<file path="src/rtl/mod_counter.sv">
// Synchronous modulo-MODULUS up/down counter with parallel load, terminal count
// and a synchronised, edge-detected push-button step input.
module mod_counter #(
  parameter int WIDTH   = 4,
  parameter int MODULUS = 10
) (
  input  logic             clk,
  input  logic             reset,
  input  logic             en,
  input  logic             step,
  input  logic             up,
  input  logic             load,
  input  logic [WIDTH-1:0] load_val,
  output logic [WIDTH-1:0] count,
  output logic             tc,
  output logic             wrap
);

  localparam logic [WIDTH-1:0] LP_MAX = WIDTH'(MODULUS - 1);

  generate
    if (MODULUS < 2 || longint'(MODULUS) > (64'd1 << WIDTH)) begin : g_bad_cfg
      $error("mod_counter: MODULUS must lie in 2..2**WIDTH");
    end
  endgenerate

  logic             r_s1, r_s2, r_s3;
  logic [WIDTH-1:0] r_count;
  logic             r_wrap;

  logic             w_step_rise, w_adv;
  logic             w_at_max, w_at_zero;
  logic [WIDTH-1:0] w_inc, w_dec, w_load_clamped;
  logic [WIDTH-1:0] w_count_nxt;
  logic             w_wrap_nxt;

  // s1/s2 resynchronise the button; s3 holds the previous level for edge detect
  always_ff @(posedge clk) begin
    if (!reset) begin
      r_s1 <= 1'b0;
      r_s2 <= 1'b0;
      r_s3 <= 1'b0;
    end else begin
      r_s1 <= step;
      r_s2 <= r_s1;
      r_s3 <= r_s2;
    end
  end

  assign w_step_rise = r_s2 & ~r_s3;
  assign w_adv       = en | w_step_rise;

  assign w_at_max  = (r_count == LP_MAX);
  assign w_at_zero = (r_count == '0);

  // Explicit wrap compare keeps the count in range even when MODULUS = 2**WIDTH
  assign w_inc          = w_at_max  ? '0     : r_count + 1'b1;
  assign w_dec          = w_at_zero ? LP_MAX : r_count - 1'b1;
  assign w_load_clamped = (load_val > LP_MAX) ? LP_MAX : load_val;

  always_comb begin
    w_count_nxt = r_count;
    w_wrap_nxt  = 1'b0;
    if (load) begin
      w_count_nxt = w_load_clamped;
    end else if (w_adv) begin
      if (up) begin
        w_count_nxt = w_inc;
        w_wrap_nxt  = w_at_max;
      end else begin
        w_count_nxt = w_dec;
        w_wrap_nxt  = w_at_zero;
      end
    end
  end

  always_ff @(posedge clk) begin
    if (!reset) begin
      r_count <= '0;
      r_wrap  <= 1'b0;
    end else begin
      r_count <= w_count_nxt;
      r_wrap  <= w_wrap_nxt;
    end
  end

  assign count = r_count;
  assign wrap  = r_wrap;
  assign tc    = up ? w_at_max : w_at_zero;

endmodule

</file>
<file path="config.mk">
export PLATFORM = sky130hd
export DESIGN_NAME = mod_counter
export DESIGN_NICKNAME = d
export VERILOG_FILES = /design/src/rtl/mod_counter.sv
export SDC_FILE = /design/constraint.sdc
export NUM_CORES = 1
export LEC_CHECK = 0
export CAP_MARGIN = 25
export CORE_MARGIN = 2
export CORE_UTILIZATION = 27
export CTS_CLUSTER_SIZE = 25
export DETAILED_ROUTE_END_ITERATION = 10
export PLACE_DENSITY_LB_ADDON = 0.12
export SLEW_MARGIN = 20
export SYNTH_ARGS = -nofsm -noshare
export SYNTH_HDL_FRONTEND = slang
export SYNTH_SLANG_ARGS = --single-unit
</file>
<file path="constraint.sdc">
create_clock -name clk -period 1.6 [get_ports clk]
set_clock_uncertainty 0.15 [all_clocks]
set_input_delay 0.32 -clock clk [delete_from_list [all_inputs] [get_ports clk]]
set_output_delay 0.32 -clock clk [all_outputs]
set_load 0.005 [all_outputs]
</file>
==> out/summary.txt <==
STA
----------------------------------------------------------------------------------------
Final Hold Viols                                                                       0
Setup ws final                                                                 -0.145 ns
RSZ-0062 raised after global routing                                                 yes
Worst-Margin Slew                                                               0.290 ns
Final worst path period need                                                     1.74 ns
Final Setup Violations                                                                 2
Final critical-path share of the clock period                                       109%
Max frequency                                                                    573 MHz
Worst-case headroom to the max-slew limit                                          80.6%
Aggregate negative setup slack                                                 -0.183 ns
Final number of max-transition violations                                              0

CELLS AND AREA
----------------------------------------------------------------------------------------
Ant. Diodes                                                                            0
Leading cell type in the layout, fill and taps excluded                            buf_4
Number of fill cells                                                                 175
Layout-stage area growth over the synthesis result                                 61.2%
Nets                                                                                  97
Sequential cell area                                                            166 um^2
Layout cell share with drive strength beyond 1                                     29.4%
Post-Route Utilization                                                             45.9%
Most frequent cells in the layout                                           buf_4, clkdlybuf4s50_1, o21ai_0
Total area of multi-input combinational cells                                   285 um^2

FLOORPLAN
----------------------------------------------------------------------------------------
Initial Util                                                                       28.5%
Placeable core area                                                            1710 um^2
Vertical die dimension                                                           46.5 um
Overall die area                                                               2160 um^2
Number of top-level pins                                                              16
Placement Rows                                                                        15
Die width                                                                        46.5 um

CTS
----------------------------------------------------------------------------------------
Buffer depth of the longest clock path                                                 2
Number of buffers inserted during clock tree synthesis                                 3
Count of H-tree levels built during CTS                                                1
TritonCTS clock tree                                                                done
Number of sinks driven by the clock tree                                               8
Clk slew on worst S/H paths                                                      0.06 ns
CTS root buffer                                                                 clkbuf_4
Worst-skew pair later-pin latency                                                0.26 ns

SETUP PATH
----------------------------------------------------------------------------------------
Worst path bufs/invs                                                                   1
Kind of end point of the critical path                                       output port
Slack of the worst reg-to-reg path                                              -0.04 ns
CP top delay family                                                         simple AND/OR/NAND/NOR gates
WS Path Type                                                                flop to output port
Timing endpoint of the critical path                                                  tc
WP data required                                                                 1.13 ns
Critical-path top delay cell                                                       or3_4
Critical Path Fanout Max                                                               2
WP data arrival                                                                  1.27 ns
Number of gates on the worst path with buffers counted                                 3
Crit start category                                                                 flop
Reg-to-Reg Start                                                            count[3]$_SDFFE_PN0P_
Number of cells on the worst reg-to-reg path                                           7
CP Launch Point                                                             count[3]$_SDFFE_PN0P_
Worst-path cell chain                                                       or3_4, a211oi_2, buf_2
Destination of the worst register-to-register timing path                   wrap$_SDFF_PP0_
Delay of the slowest critical-path stage                                         0.36 ns

POWER AND IR DROP
----------------------------------------------------------------------------------------
Switching Fraction                                                                 27.7%
Static leakage                                                                  0.352 nW
P_int                                                                         0.000405 W
Final Power                                                                   0.000560 W
Sequential fraction of design power                                                39.7%
Maximum vdd drop                                                              0.000243 V
Switching pwr                                                                 0.000155 W
Fraction of power consumed by combinational cells                                  31.5%
Share of power burned in the clock network                                         28.8%
Power density normalized to cell area                                        714 nW/um^2

YOSYS
----------------------------------------------------------------------------------------
Mapped Cells                                                                          57
Post-synth cell types                                                                 31
Area of the mapped netlist                                                      487 um^2
Number of storage elements in the synthesis netlist                                    8
Library cell occupying the most area in the post-synthesis netlist               dfxtp_1
Area share of the leading cell type in the synthesized netlist                     32.9%
Synth area leaders                                                          dfxtp_1, o21ai_0, xor2_1
Count of warnings emitted by yosys                                                     0
Number of nets in the synthesized netlist                                             67
Seq/Total Area, Yosys                                                              32.9%
Mapped Avg Cell Area                                                           8.54 um^2

PLACE
----------------------------------------------------------------------------------------
Count of buffers inserted at the top-level ports                                      15
Half-perimeter wire length after detailed placement                               850 um
Final estimated routing congestion in global placement                             0.710
Pre-CTS setup slack                                                            -0.727 ns

GLOBAL ROUTE
----------------------------------------------------------------------------------------
Gr busiest metal                                                                    met2
Global-route usage over all layers                                                 12.0%
Via count of the first global-routing pass                                           413
Antenna violations before repair                                                       0
Maximum number of pins on one net before global-route repair                          12
Met3 usage in global routing                                                       3.53%
Leftover overflow at the end of global routing                                         0
GR Util met1                                                                       15.9%
Met2 Track Usage GR                                                                16.1%
Global-route wire length before repair                                           1750 um

STATUS
----------------------------------------------------------------------------------------
Failing checks                                                              negative setup slack
Result of the run                                                           finished, violations left

DETAILED ROUTING
----------------------------------------------------------------------------------------
Avg WL per Cell                                                                  9.75 um
Count of nets left with antenna violations after detail routing                        0
Count of routing violations after the opening detailed-route iteration                 3
Total vias in the final route                                                        501
Average vias per placed instance                                                    4.55
Number of search-and-repair iterations in the first detailed-routing pass              4
Remaining routing DRC violations                                                       0
Wire length after detailed routing                                               1070 um

HOLD PATH
----------------------------------------------------------------------------------------
Hold wc startpoint                                                          r_s1$_SDFF_PN0_
Type of the worst min-delay path                                            flop to flop

RUN
----------------------------------------------------------------------------------------
Number of violations of the max-capacitance limit                                      0

## synthesized netlist by cell type
master,instances
dfxtp_1,8
o21ai_0,6
inv_1,5
nor2_1,4
and2_1,3
xor2_1,3
a31oi_1,2
nand3_1,2
or3_1,2
a211oi_2,1
a21o_1,1
a21oi_1,1
a21oi_2,1
a22oi_1,1
buf_2,1
buf_4,1
buf_6,1
clkbuf_1,1
nand2_1,1
nand3b_1,1
nand4b_1,1
nor4_1,1
nor4b_1,1
nor4b_4,1
o211a_1,1
o21a_1,1
o21ai_1,1
o22ai_1,1
o311a_1,1
or4_1,1
xnor2_1,1
## cell type report
cell class                      instances  area share, %
Timing Repair Buffer                   29           33.2
Sequential cell                         8           21.2
Clock buffer                            3           2.87
Tap cell                               25           3.99
Inverter                                5           2.39
Multi-Input combinational cell         40           36.4
## what timing repair did
item | in CTS | in global routing
resized for setup | 16 | 2
buffers inserted | 2 | 1
pin swaps | 2 | 2
cloned | 0 | 0
hold buffers | 0 | 0
setup endpoints to repair | 6 | 3
## stage by stage
step           area [um^2]  hold WS (ns)  std cells
6_report               785         0.284        110
3_3_place_gp           723         0.264        104
2_1_floorplan          487         0.262         57
5_1_grt                785         0.303        110
4_1_cts                769         0.291        109
3_5_place_dp           723         0.278        104
## state kept, by name, summed over array words and instances, names as in the netlist
name,count
count,4
r_s1,1
r_s2,1
r_s3,1
wrap,1
## cell families after synthesis
kind of cell / share of synthesized area (%)
buffers and inverters: 9.51
xor gates and xnor gates: 7.20
and+or+nand+nor: 25.2
AOI/OAI and AO/OA: 25.2
DFF: 32.9
## power by group through the flow
stage / clock network [W] / registers [W] / logic [W]
after detailed placement: 0 / 0.000225 / 0.000167
after CTS: 0.000171 / 0.000222 / 0.000174
after global routing: 0.000180 / 0.000223 / 0.000195
after global placement: 0 / 0.000225 / 0.000168
final: 0.000161 / 0.000222 / 0.000177
after floorplan: 0 / 0.000224 / 0.0000857
## layer usage
layer	up-vias	part of all wire, %
li1	262	-
met1	219	48
met2	18	43
met3	2	6.5
met4	0	1.7
met5	-	0
## how the worst min path moves through the flow
| stage | cells after the start | endpoint | slack (ns) |
|---|---|---|---|
| 2_1_floorplan | 1 | r_s2$_SDFF_PN0_ | 0.26 |
| 3_3_place_gp | 1 | r_s2$_SDFF_PN0_ | 0.26 |
| 3_5_place_dp | 1 | r_s2$_SDFF_PN0_ | 0.28 |
| 4_1_cts | 1 | r_s2$_SDFF_PN0_ | 0.29 |
| 5_1_grt | 1 | r_s2$_SDFF_PN0_ | 0.30 |
| 6_report | 1 | r_s2$_SDFF_PN0_ | 0.28 |
Note: power is estimated with default switching activity, not from simulation.
